File: config.mk
export PLATFORM = sky130hd
export DESIGN_NAME = tqu_rrs_sched
export DESIGN_NICKNAME = d
export VERILOG_FILES = /design/src/rtl/tqu_rrs_sched_pkg.sv /design/src/rtl/tqu_rrs_sched_rr_arb.sv /design/src/rtl/tqu_rrs_sched.sv
export SDC_FILE = /design/constraint.sdc
export NUM_CORES = 1
export LEC_CHECK = 0
export CAP_MARGIN = 20
export CORE_ASPECT_RATIO = 1.4
export CORE_UTILIZATION = 43
export CTS_BUF_LIST = sky130_fd_sc_hd__clkbuf_2
export DETAILED_ROUTE_END_ITERATION = 10
export HOLD_SLACK_MARGIN = 0.1
export PLACE_DENSITY_LB_ADDON = 0.05
export REMOVE_ABC_BUFFERS = 1
export SETUP_SLACK_MARGIN = 0.3
export SLEW_MARGIN = 10
export SYNTH_ARGS = -nofsm -noshare
export SYNTH_HDL_FRONTEND = slang
export SYNTH_SLANG_ARGS = --single-unit
export TNS_END_PERCENT = 20
File: constraint.sdc
create_clock -name clk -period 5.65 [get_ports clk]
set_clock_uncertainty 0.1 [all_clocks]
set_input_delay 1.13 -clock clk [delete_from_list [all_inputs] [get_ports clk]]
set_output_delay 1.13 -clock clk [all_outputs]
set_load 0.02 [all_outputs]
File: src/rtl/tqu_rrs_sched_pkg.sv
// tqu_pkg: shared types and constants for the TQU tag dequeue scheduler.
//   TQU_NUM_Q     - tag queues per scheduler instance (2 EPLs x 4 ports)
//   TQU_TAG_W     - tag width
//   TQU_CRED_W    - per-queue transmit credit counter width
//   TQU_CRED_INIT - credits loaded at reset and on IDLE->RUN
package tqu_pkg;

  localparam int TQU_NUM_Q     = 8;
  localparam int TQU_TAG_W     = 20;
  localparam int TQU_CRED_W    = 4;
  localparam int TQU_CRED_INIT = 8;
  localparam int TQU_QID_W     = $clog2(TQU_NUM_Q);

  typedef logic [TQU_QID_W-1:0]  tqu_qid_t;
  typedef logic [TQU_TAG_W-1:0]  tqu_tag_t;
  typedef logic [TQU_CRED_W-1:0] tqu_cred_t;

  typedef enum logic [1:0] {
    ST_IDLE  = 2'd0,
    ST_RUN   = 2'd1,
    ST_DRAIN = 2'd2
  } tqu_sched_state_e;

endpackage

File: src/rtl/tqu_rrs_sched_rr_arb.sv
// tqu_rr_arb: combinational round-robin arbiter.
//   req     - per-queue request vector
//   ptr     - queue index where the search starts (highest priority)
//   upd_en  - allow the pointer to advance past this cycle's winner
//   gnt     - one-hot grant
//   gnt_idx - encoded grant index
//   gnt_vld - any request granted
//   ptr_nxt - next pointer value: winner+1 when granted and enabled, else ptr
// NUM_Q must be a power of two so index arithmetic wraps naturally.
module tqu_rr_arb #(
  parameter  int NUM_Q = 8,
  localparam int QW    = $clog2(NUM_Q)
) (
  input  logic [NUM_Q-1:0] req,
  input  logic [QW-1:0]    ptr,
  input  logic             upd_en,
  output logic [NUM_Q-1:0] gnt,
  output logic [QW-1:0]    gnt_idx,
  output logic             gnt_vld,
  output logic [QW-1:0]    ptr_nxt
);

  always_comb begin
    logic [QW-1:0] idx;
    idx     = '0;
    gnt_vld = 1'b0;
    gnt_idx = '0;
    for (int i = 0; i < NUM_Q; i++) begin
      idx = ptr + QW'(i);
      if (!gnt_vld && req[idx]) begin
        gnt_vld = 1'b1;
        gnt_idx = idx;
      end
    end
  end

  assign gnt     = gnt_vld ? (NUM_Q'(1) << gnt_idx) : '0;
  assign ptr_nxt = (upd_en && gnt_vld) ? gnt_idx + QW'(1) : ptr;

endmodule

File: src/rtl/tqu_rrs_sched.sv
// tqu_rrs_sched: tag dequeue scheduler for one egress read interface.
// Picks at most one eligible tag queue per cycle by round robin, gated by
// per-queue transmit credits, and presents the popped tag through a single
// registered valid/ready output stage.
//   clk, rst          - clock, synchronous active-high reset
//   cfg_en            - scheduler enable
//   q_enable, q_valid - per-queue enable mask and non-empty flags
//   q_tag             - head tag per queue
//   q_pop             - one-hot pop, combinational from the grant
//   rd_valid/tag/qid  - output stage, rd_ready accepts
//   cred_ret_valid/qid- one credit returned by the TCU
//   sched_idle        - IDLE with empty output stage
//   err_cred_ovf      - sticky: credit returned to a saturated counter
//
// state    | meaning
// ---------+---------------------------------------------------------
// ST_IDLE  | disabled, no grants; credits reload on exit to RUN
// ST_RUN   | arbitrating and granting
// ST_DRAIN | disabled, waiting for the output stage to empty
module tqu_rrs_sched
  import tqu_pkg::*;
#(
  parameter  int NUM_Q     = TQU_NUM_Q,
  parameter  int TAG_W     = TQU_TAG_W,
  parameter  int CRED_W    = TQU_CRED_W,
  parameter  int CRED_INIT = TQU_CRED_INIT,
  localparam int QW        = $clog2(NUM_Q)
) (
  input  logic                        clk,
  input  logic                        rst,
  input  logic                        cfg_en,
  input  logic [NUM_Q-1:0]            q_enable,
  input  logic [NUM_Q-1:0]            q_valid,
  input  logic [NUM_Q-1:0][TAG_W-1:0] q_tag,
  output logic [NUM_Q-1:0]            q_pop,
  output logic                        rd_valid,
  output logic [TAG_W-1:0]            rd_tag,
  output logic [QW-1:0]               rd_qid,
  input  logic                        rd_ready,
  input  logic                        cred_ret_valid,
  input  logic [QW-1:0]               cred_ret_qid,
  output logic                        sched_idle,
  output logic                        err_cred_ovf
);

  localparam logic [CRED_W-1:0] CRED_MAX = '1;
  localparam logic [CRED_W-1:0] CRED_LD  = CRED_W'(CRED_INIT);

  tqu_sched_state_e              state;
  logic [NUM_Q-1:0][CRED_W-1:0]  cred, cred_nxt;
  logic [QW-1:0]                 rr_ptr, rr_ptr_nxt, gnt_idx;
  logic [NUM_Q-1:0]              elig, req, gnt;
  logic                          gnt_vld, gnt_en, reload, ovf_hit;

  // Grants only in RUN and only when the output stage can take a new tag;
  // rst gating keeps q_pop quiet while reset is being applied.
  assign gnt_en = !rst && (state == ST_RUN) && (!rd_valid || rd_ready);
  assign reload = (state == ST_IDLE) && cfg_en;

  always_comb begin
    for (int i = 0; i < NUM_Q; i++) begin
      elig[i] = q_valid[i] && q_enable[i] && (cred[i] != '0);
    end
  end

  assign req = elig & {NUM_Q{gnt_en}};

  tqu_rr_arb #(.NUM_Q(NUM_Q)) u_arb (
    .req     (req),
    .ptr     (rr_ptr),
    .upd_en  (gnt_en),
    .gnt     (gnt),
    .gnt_idx (gnt_idx),
    .gnt_vld (gnt_vld),
    .ptr_nxt (rr_ptr_nxt)
  );

  assign q_pop = gnt;

  // Reload applies first, then the cycle's return/grant on top of it.
  // A grant and a return on the same queue cancel; a lone return to a
  // saturated counter holds it and flags the overflow.
  always_comb begin
    logic [CRED_W-1:0] base;
    logic              inc, dec;
    base     = '0;
    inc      = 1'b0;
    dec      = 1'b0;
    cred_nxt = cred;
    ovf_hit  = 1'b0;
    for (int i = 0; i < NUM_Q; i++) begin
      base        = reload ? CRED_LD : cred[i];
      inc         = cred_ret_valid && (cred_ret_qid == QW'(i));
      dec         = gnt[i];
      cred_nxt[i] = base;
      if (inc && !dec) begin
        if (base == CRED_MAX) ovf_hit = 1'b1;
        else                  cred_nxt[i] = base + 1'b1;
      end else if (dec && !inc) begin
        cred_nxt[i] = base - 1'b1;
      end
    end
  end

  always_ff @(posedge clk) begin
    if (rst) begin
      state        <= ST_IDLE;
      rr_ptr       <= '0;
      cred         <= {NUM_Q{CRED_LD}};
      rd_valid     <= 1'b0;
      rd_tag       <= '0;
      rd_qid       <= '0;
      err_cred_ovf <= 1'b0;
    end else begin
      rr_ptr <= rr_ptr_nxt;
      cred   <= cred_nxt;
      if (ovf_hit) err_cred_ovf <= 1'b1;

      if (gnt_vld) begin
        rd_valid <= 1'b1;
        rd_tag   <= q_tag[gnt_idx];
        rd_qid   <= gnt_idx;
      end else if (rd_ready) begin
        rd_valid <= 1'b0;
      end

      case (state)
        ST_IDLE:  if (cfg_en) state <= ST_RUN;
        ST_RUN:   if (!cfg_en) state <= ST_DRAIN;
        ST_DRAIN: begin
          if (cfg_en)         state <= ST_RUN;
          else if (!rd_valid) state <= ST_IDLE;
        end
        default:  state <= ST_IDLE;
      endcase
    end
  end

  assign sched_idle = (state == ST_IDLE) && !rd_valid;

endmodule

; Word-level counts from Yosys, hierarchy flattened
; Cells that the tools add are included.
[totals]
ff_bits = 62
in_bits = 184
out_inout_bits = 34
word_cells = 249
[op_classes]
addsub = 24
n_lt_le_gt_ge = 9
n_eq_ne = 20
shifts = 1
n_mux = 90
n_bitwise = 1
n_reduce_logical = 90
[op_table]
columns = cell, count
row1 = $mux W4, 32
row2 = $bmux W20 S3, 1
row3 = $logic_and A1 B1 Y1, 52
row4 = $lt A3 B4 Y1 const B, 9
row5 = $mux W1, 34
row6 = $add A4 B1 Y4 const B, 8
row7 = $eq A4 B4 Y1 const B, 8
row8 = $reduce_bool A4 Y1, 8
row9 = $sub A4 B1 Y4 const B, 8
row10 = $logic_not A1 Y1, 25
row11 = $bmux W1 S3, 8
row12 = $mux W3, 8
row13 = $mux W20, 1
row14 = $add A3 B3 Y3 const B, 4
row15 = $eq A3 B3 Y1 const B, 4
row16 = $and A8 B8 Y8, 1
row17 = $mux W2, 4
row18 = $mux W8, 1
row19 = $shl A1 B3 Y8 const A, 1
row20 = $add A3 B1 Y3 const B, 2
row21 = $add A3 B2 Y3 const B, 2
row22 = $eq A3 B2 Y1 const B, 2
row23 = $pmux W2 S3, 1
row24 = $ne A2 B2 Y1 const B, 2
row25 = other kinds (9), 9

; Longest topological paths before layout
; Gate-level depths: netlist of the first run.
[logic_depth]
word_depth = 47
ltp_mapped = 22
mapped_depth_nobuf = 16

; By module
; A second synthesis of the first run with hierarchy kept.
[hier_totals]
cells_unflattened = 721
hier_area_um2 = 6217.2
[modules_own_cells]
columns = module, n_inst, cells_per_inst, area_each_um2, seq_area_each_um2
row1 = tqu_rrs_sched, 1, 590, 5108.6, 1241.2
row2 = tqu_rr_arb, 1, 131, 1108.6, 0.0

; Least setup slack after synthesis of the first run
; Ideal clock, no wire load.
[synth_timing]
path_kind = reg2out
startpoint = reg rr_ptr[0]
endpoint = out q_pop[5]
arrival_ns = 4.064
t_required_ns = 4.420
path_slack_ns = 0.356
stages_incl_launch_ff = 18
path_cell_list = dfxtp_1 buf_2 inv_1 clkbuf_1 ha_1 clkbuf_1 inv_1 clkbuf_1 nor2_1 a22o_1 a211oi_1 nand2_1 nor4_1 a2bb2oi_2 buf_2 ha_1 o21ai_0 a21oi_2
[synth_between]
elab_chain_cells = 26
word_cells_on_any_way = 55
cone_classes = add/sub: 7 / shift: 1 / mux: 33 / reduce/logical: 14
[synth_lines]
columns = element, line_no
row1 = "start, declared", tqu_rrs_sched.sv:51  ; logic [QW-1:0] rr_ptr, rr_ptr_nxt, gnt_idx;
row2 = "start signal, assigned", tqu_rrs_sched.sv:115  ; rr_ptr <= rr_ptr_nxt;
row3 = branches (longest 23 deep; another with $add A3 B1 Y3), -
row4 = $mux W3 (*), tqu_rrs_sched_rr_arb.sv:30  ; if (!gnt_vld && req[idx]) begin
row5 = named net gnt_idx[0], tqu_rrs_sched.sv:51
row6 = $shl A1 B3 Y8 (*), tqu_rrs_sched_rr_arb.sv:37  ; assign gnt = gnt_vld ? (NUM_Q'(1) << gnt_idx) : '0;
row7 = $mux W8 (*), tqu_rrs_sched_rr_arb.sv:37
row8 = "end, declared", tqu_rrs_sched.sv:35  ; output logic [NUM_Q-1:0] q_pop,
; Mark *: on every way through the listed nets, which the timed path passes. The select of a mux whose other input is x is not followed.

; Final worst setup path of the first run
[layout_timing]
startpoint = in q_enable[0]
endpoint = out q_pop[7]
[layout_between]
elab_chain_cells = 29
word_cells_on_any_way = 51
cone_classes = shift: 1 / mux: 33 / bitwise: 1 / reduce/logical: 16
[layout_lines]
columns = element, line_no
row1 = "start, declared", tqu_rrs_sched.sv:32  ; input logic [NUM_Q-1:0] q_enable,
row2 = $logic_and A1 B1 Y1 (*) (2 in a row), tqu_rrs_sched.sv:62  ; elig[i] = q_valid[i] && q_enable[i] && (cred[i] != '0);
row3 = $and A8 B8 Y8 (*), tqu_rrs_sched.sv:66  ; assign req = elig & {NUM_Q{gnt_en}};
row4 = $bmux W1 S3, tqu_rrs_sched_rr_arb.sv:30
row5 = $mux W1 (implied by the code), tqu_rrs_sched_rr_arb.sv:30
row6 = $mux W1, tqu_rrs_sched_rr_arb.sv:30
row7 = $logic_not A1 Y1, tqu_rrs_sched_rr_arb.sv:30
row8 = $logic_and A1 B1 Y1, tqu_rrs_sched_rr_arb.sv:30
row9 = $mux W1, tqu_rrs_sched_rr_arb.sv:30
row10 = [... 12 more ...], -
row11 = $logic_not A1 Y1, tqu_rrs_sched_rr_arb.sv:30
row12 = $logic_and A1 B1 Y1, tqu_rrs_sched_rr_arb.sv:30
row13 = $mux W1, tqu_rrs_sched_rr_arb.sv:30
row14 = $logic_not A1 Y1, tqu_rrs_sched_rr_arb.sv:30
row15 = $logic_and A1 B1 Y1, tqu_rrs_sched_rr_arb.sv:30
row16 = $mux W3, tqu_rrs_sched_rr_arb.sv:30
row17 = $shl A1 B3 Y8, tqu_rrs_sched_rr_arb.sv:37
row18 = $mux W8 (*), tqu_rrs_sched_rr_arb.sv:37
; Mark *: on every way between the ends. The rest lies on a longest branch, timed or not. The select of a mux whose other input is x is not followed.

==> results by group, run 1 <==
Synthesis
  – Sequential-to-total area share from yosys stat: 0.168
  – Unique masters post-synth: 84
  – Post-synth top area cell: dfxtp_1
  – Asr flop ratio synth: 0
  – Yosys top cell area share: 0.168
  – Main synth FF type: dfxtp_1
  – Ys Warns: 0
  – Largest cells by area after synthesis: dfxtp_1 (17%), mux2i_1 (7.0%), a22oi_1 (6.5%)
  – Syn_area_per_cell: 7.79 sq um
  – Post-synthesis cell area: 7410 sq um
  – Synth Instances: 951
  – EDFF count, synth: 0
  – Synth Register Bits: 62

Die
  – FP Rows: 56
  – I/O pins: 218
  – Initial Util: 0.440
  – Die X: 113 um
  – Core Region: 16800 sq um
  – Chip height: 157 um
  – DIE AREA: 17800 sq um

Routing
  – Final WL: 29200 um
  – Drc violations: 0
  – Routed vias: 9080
  – Routed WL per cell: 20.4 um
  – Vias per cell: 6.35
  – Initial DRT Pass Iterations: 5
  – Antenna-violating nets left: 0
  – Initial detailed-routing violation count: 664

Place
  – Dpl hpwl: 22000 um
  – Number of port buffers: 217
  – Routability cong.: 0.946
  – Placed cell count: 1401

Global routing
  – First-pass GRT wire length: 45700 um
  – Remaining Overflow, GRT: 0
  – Vias in the first global route: 8810
  – Pin count of the biggest net entering global routing: 50
  – Initial antenna violation count: 1
  – Global Route Usage Sum: 0.328

Power
  – Leakage: 4.30 nW
  – Pwr/cell area: 351 nW/um^2
  – VDD IR-drop max: 181 uV

CTS
  – Clock transition at path regs: 0.17 ns
  – Clock Sinks: 62
  – CTS tree: built
  – Later-pin clock latency in the skew report: 0.58 ns
  – # hold bufs at CTS: 0
  – Num CTS Buffers: 9
  – H-tree depth: 3
  – Clock Path Buffers: 2
  – CTS root buf: clkbuf_2

Worst hold path
  – HP Class: reg2reg

STA
  – Final hold slack: 0.371 ns
  – Measured slew at the worst slew-check pin: 0.738 ns
  – # setup viols final: 0
  – Tmin final: 5.33 ns
  – Worst slew margin: 0.504
  – RSZ-0062 raised after global routing: yes
  – Max Slew Vio Count: 0
  – Fin crit share: 0.943
  – Achievable Freq: 188 MHz
  – Final count of hold timing violations: 0

Layout
  – Fillers: 1539
  – Final nets: 1428
  – Layout cell share with drive strength beyond 1: 0.180
  – Area grow syn2layout: 44.2%
  – Final cell count without fillers: 1429

Run status
  – Status: complete, no violations

Critical path
  – Data arrival, critical path: 4.10 ns
  – Crit end category: output pin
  – Crit path kind: in2out
  – CP max FO: 9
  – Startpoint Class: primary input
  – Required time of the critical path: 4.42 ns

Flow run
  – Max-Cap Viols: 0
## path summary, 6_finish.rpt
kind	depth (start not counted)	slack, ns	end	start
worst min-delay path	2	0.37	rd_qid[0]$_SDFFE_PP0N_	rd_qid[0]$_SDFFE_PP0N_
worst max register to register	15	0.98	cred[3]$_SDFF_PP1_	cred[12]$_SDFF_PP0_
worst min register to register	2	0.37	rd_qid[0]$_SDFFE_PP0N_	rd_qid[0]$_SDFFE_PP0N_
worst max-delay path	16	0.32	q_pop[7]	q_enable[0]
## final cells by class
| class | count | area, sq um | area share |
|---|---|---|---|
| Sequential cell | 62 | 1240 | 0.116 |
| Tap cell | 203 | 254 | 0.0238 |
| Inverter | 39 | 149 | 0.0139 |
| Timing Repair Buffer | 331 | 3030 | 0.283 |
| Clock buffer | 10 | 50.0 | 0.00469 |
| Multi-Input combinational cell | 777 | 5870 | 0.550 |
| Clock inverter | 6 | 86.3 | 0.00809 |
| Antenna cell | 1 | 2.50 | 0.000234 |
## worst max-delay path: stages
cell and delay [ns]:
clkdlybuf4s50_1 0.52, nand2_2 0.10, buf_4 0.15, o32ai_2 0.18
buf_4 0.18, buf_4 0.13, a21boi_0 0.09, a22o_1 0.26
a22o_1 0.29, a21oi_4 0.15, and2_4 0.19, inv_4 0.07
buf_4 0.15, ha_2 0.20, and2_4 0.15, buf_4 0.16
## layout by cell type (no fill, tap or decap), types with 21 or more instances in the layout
master,n
ha_1,21
nor3_1,39
mux2i_1,52
clkdlybuf4s50_1,206
nor2_1,60
nand2_1,74
a21oi_1,31
a22o_1,43
inv_1,36
buf_4,114
nand3_1,32
a22oi_1,64
dfxtp_1,62
o211ai_1,33
## metal layers
metal	up-vias	track usage	routed length, um	share of wire
met2	373	0.584	14600	0.50
li1	4342	-	-	-
met4	0	0.165	1310	0.045
met1	4280	0.376	11700	0.40
met3	85	0.0581	1660	0.057
met5	-	0	0	0
## logic make-up (layout without fill, tap and decap cells)
family | Yosys count | after routing | synth area share
AOI/OAI and AO/OA | 361 | 361 | 0.386
xor gates and xnor gates | 9 | 9 | 0.0117
adders and majority gates | 26 | 26 | 0.0433
buffers and inverters | 112 | 386 | 0.0649
DFF | 62 | 62 | 0.168
muxes | 63 | 63 | 0.0961
other | 0 | 1 | 0
and+or+nand+nor | 318 | 318 | 0.231
## state kept, by name, summed over array words and instances (netlist names)
register and flops:
rd_tag 20, err_cred_ovf 1, rd_qid 3, cred 32, rr_ptr 3, state 2, rd_valid 1
## repair_timing
action / 4_1_cts / 5_1_grt
resized for setup: 35 / 28
endpoints found under the setup margin: 8 / 8
endpoints found under the hold margin: 0 / 0
pin swaps: 2 / 7
buffers inserted: 2 / 8
## synthesized netlist by cell type (7+ instances only)
| cell type | number |
|---|---|
| a31oi_1 | 20 |
| a21oi_1 | 33 |
| o211ai_1 | 33 |
| o21ai_0 | 22 |
| a2111oi_0 | 7 |
| xnor2_1 | 7 |
| nor4_4 | 8 |
| a221o_1 | 10 |
| and3_1 | 18 |
| clkbuf_1 | 35 |
| o22ai_1 | 14 |
| mux2i_1 | 52 |
| o32ai_1 | 19 |
| inv_1 | 36 |
| nor2_1 | 63 |
| or2_2 | 9 |
| and2_1 | 14 |
| nor3_1 | 40 |
| ha_1 | 24 |
| nand3_1 | 32 |
| a22oi_1 | 64 |
| a41o_1 | 13 |
| a22o_1 | 43 |
| buf_1 | 8 |
| a2111oi_2 | 7 |
| nand2_1 | 80 |
| dfxtp_1 | 62 |
| buf_2 | 24 |
| nand4_1 | 13 |
| a221oi_1 | 8 |
## stage by stage
| stage | setup slack [ns] | utilization | setup TNS, ns | cell area, sq um | power, mW |
|---|---|---|---|---|---|
| 2_1_floorplan | -2.38 | - | -101.25 | 7070 | 2.19 |
| 3_3_place_gp | -0.166 | 0.614 | -0.561 | 10300 | 3.31 |
| 4_1_cts | 0.250 | 0.627 | 0 | 10500 | 3.71 |
| 3_5_place_dp | -0.225 | 0.614 | -0.805 | 10300 | 3.32 |
| 6_report | 0.321 | 0.635 | 0 | 10700 | 3.75 |
| 5_1_grt | 0.192 | 0.635 | 0 | 10700 | 4.00 |
## power by group
group / internal (mW) / leakage, nW / switching, mW
Combinational: 1.23 / 3.71 / 1.53
Sequential: 0.551 / 0.508 / 0.103
Clock: 0.147 / 0.0819 / 0.188
Note: power is estimated with default switching activity, not from simulation.
==> inputs of run 2 (changes only) <==
--- a/config.mk
+++ b/config.mk
@@ -9,6 +9,7 @@
 export CORE_ASPECT_RATIO = 1.4
 export CORE_UTILIZATION = 43
 export CTS_BUF_LIST = sky130_fd_sc_hd__clkbuf_2
+export CTS_CLUSTER_DIAMETER = 120
 export DETAILED_ROUTE_END_ITERATION = 10
 export HOLD_SLACK_MARGIN = 0.1
 export PLACE_DENSITY_LB_ADDON = 0.05
==> results of run 2 <==
Final layout, timing and power as in run 1 (identical DEF).
==> inputs of run 3 (changes only) <==
--- a/config.mk
+++ b/config.mk
@@ -6,13 +6,16 @@
 export NUM_CORES = 1
 export LEC_CHECK = 0
 export CAP_MARGIN = 20
+export CELL_PAD_IN_SITES_DETAIL_PLACEMENT = 1
+export CELL_PAD_IN_SITES_GLOBAL_PLACEMENT = 1
 export CORE_ASPECT_RATIO = 1.4
-export CORE_UTILIZATION = 43
+export CORE_UTILIZATION = 36
 export CTS_BUF_LIST = sky130_fd_sc_hd__clkbuf_2
 export CTS_CLUSTER_DIAMETER = 120
 export DETAILED_ROUTE_END_ITERATION = 10
 export HOLD_SLACK_MARGIN = 0.1
 export PLACE_DENSITY_LB_ADDON = 0.05
+export RECOVER_POWER = 25
 export REMOVE_ABC_BUFFERS = 1
 export SETUP_SLACK_MARGIN = 0.3
 export SLEW_MARGIN = 10
==> run 3 against run 2 <==
Via count is 1.9% higher. The flow now finishes with violations (max-capacitance violations, max-slew violations). Largest power group unchanged. Combinational power rose by 3%. Final cell count increased by 3.7%. Power increased by 2.4%. Register-to-register slack improved by 0.19 ns. Sequential cell count unchanged. Setup slack worse by 0.094 ns. Die area up 19%. Non-clock buffer count rose by 4.
==> results by group, run 3 (synthesis gave the netlist of run 1 again) <==
Layout
  – Max reg flops: 32
  – Final cell count without fillers: 1482
  – Final nets: 1432
  – Biggest register: cred
  – Most common cell after layout, fill and taps aside: clkdlybuf4s50_1
  – Most frequent cells in the layout: clkdlybuf4s50_1 (186), buf_4 (114), nand2_1 (76)
  – Area grow syn2layout: 45.7%
  – Layout cell share with drive strength beyond 1: 0.184
  – Finished Core Util: 0.540
  – Largest registers: cred (32), rd_tag (20)

Global routing
  – Met3 GRT Util: 0.0647
  – First-pass GRT wire length: 50400 um
  – GR Layer Usage met1: 0.334
  – Top Usage Layer GRT: met2
  – Remaining Overflow, GRT: 0
  – Pin count of the biggest net entering global routing: 50
  – GR Layer Usage met2: 0.561
  – Global Route Usage Sum: 0.307
  – Vias in the first global route: 9547
  – Initial antenna violation count: 1

Power
  – Total power: 3.84 mW
  – Leakage: 4.33 nW
  – Pwr/cell area: 356 nW/um^2
  – VDD IR-drop max: 200 uV

Critical path
  – Flop-to-flop setup slack: 1.17 ns
  – CP top delay family: buffers and inverters
  – CP max FO: 6
  – Reg-to-Reg Start: rr_ptr[1]$_SDFFE_PP0P_
  – RR Endpoint: cred[3]$_SDFF_PP1_
  – Crit path kind: in2out
  – Crit path cell chain: dlygate4sd3_1, or3b_4, or2_2, buf_4, a21o_1, a221o_1, nand2_1, o21ai_4, inv_1, ha_1, o21ai_2, a21oi_2, clkdlybuf4s15_2
  – Data arrival, critical path: 4.19 ns
  – Slowest stage delay, CP: 0.57 ns
  – Crit end category: output pin
  – R2R depth: 18
  – Startpoint Class: primary input
  – Worst path slowest cell: dlygate4sd3_1
  – Required time of the critical path: 4.42 ns
  – Worst Path Buf+Inv: 4

Place
  – Placed cell count: 1464
  – Dpl hpwl: 24600 um
  – Number of port buffers: 217
  – Routability cong.: 0.932

STA
  – Fin crit share: 0.960
  – Achievable Freq: 184 MHz
  – Final count of hold timing violations: 0
  – RSZ-0062 raised after global routing: yes
  – Worst slew margin: -0.393
  – Measured slew at the worst slew-check pin: 2.09 ns
  – Tmin final: 5.42 ns
  – Max Slew Vio Count: 38
  – Setup tns final: 0 ns
  – Final hold slack: 0.388 ns
  – # setup viols final: 0

CTS
  – Later-pin clock latency in the skew report: 0.60 ns
  – Clock transition at path regs: 0.18 ns
  – CTS tree: built
  – H-tree depth: 3
  – Clock Path Buffers: 2
  – Clock Sinks: 62
  – Num CTS Buffers: 9
  – CTS root buf: clkbuf_2

Die
  – Initial Util: 0.370
  – Core Region: 20000 sq um
  – I/O pins: 218
  – Chip height: 172 um
  – FP Rows: 61
  – Die X: 123 um
  – DIE AREA: 21200 sq um

Worst hold path
  – Hold path depth: 2
  – Hold worst-path end: rd_qid[0]$_SDFFE_PP0N_
  – Hold Crit Start: rd_qid[0]$_SDFFE_PP0N_
  – HP Class: reg2reg

Run status
  – Status: finished with violations
  – Violated checks: max-capacitance violations, max-slew violations

Routing
  – Drc violations: 0
  – Routed WL per cell: 21.9 um
  – Antenna-violating nets left: 0
  – Initial detailed-routing violation count: 492
  – Final WL: 32500 um
  – Initial DRT Pass Iterations: 5
  – Routed vias: 9253
  – Vias per cell: 6.24

Flow run
  – Max-Cap Viols: 1
==> run 3: area by class of cell <==
type                            count  area [sq um]
Antenna cell                        1          2.50
Clock buffer                       10          50.0
Clock inverter                      6          86.3
Fill cell                        2447          9210
Inverter                           39           149
Multi-Input combinational cell    777          5880
Sequential cell                    62          1240
Tap cell                          252           315
Timing Repair Buffer              335          3060
==> run 3: worst max path at each step <==
stage,from,end,slack (ns),cells after the start
2_1_floorplan,rr_ptr[0]$_SDFFE_PP0P_,q_pop[5],-2.38,13
3_3_place_gp,q_valid[1],q_pop[5],-0.27,13
3_5_place_dp,q_valid[1],q_pop[1],-0.38,13
4_1_cts,q_enable[6],q_pop[7],0.26,12
5_1_grt,rst,q_pop[2],0.11,14
6_report,rst,q_pop[5],0.23,13
==> run 3: routing by layer <==
layer,up-vias,routed length [um]
met5,-,0
met4,0,1110
met3,63,1820
met2,300,16800
met1,4559,12800
li1,4331,-
==> run 3: repair_timing <==
| item | CTS | global route |
|---|---|---|
| setup endpoints to repair | 8 | 8 |
| gates resized for setup | 45 | 24 |
| hold buffers | 0 | 0 |
| pin swaps | 2 | 5 |
| buffers inserted | 1 | 0 |
==> run 3: stage by stage <==
stage	cell area [sq um]	setup WS (ns)
global route	10800	0.113
finish	10800	0.227
floorplan	7070	-2.38
global placement	10500	-0.266
CTS	10700	0.258
detailed placement	10500	-0.383
==> run 3: where the power goes <==
part	switching [mW]	internal [mW]	leakage, nW
registers	0.0994	0.552	0.508
logic	1.59	1.24	3.74
clock network	0.205	0.147	0.0819
total	1.90	1.94	4.33
==> run 3: worst min-delay path, stage by stage, from the launching register on <==
cell and delay [ns]:
dfxtp_1 0.35, nand2_1 0.06, a21oi_1 0.06
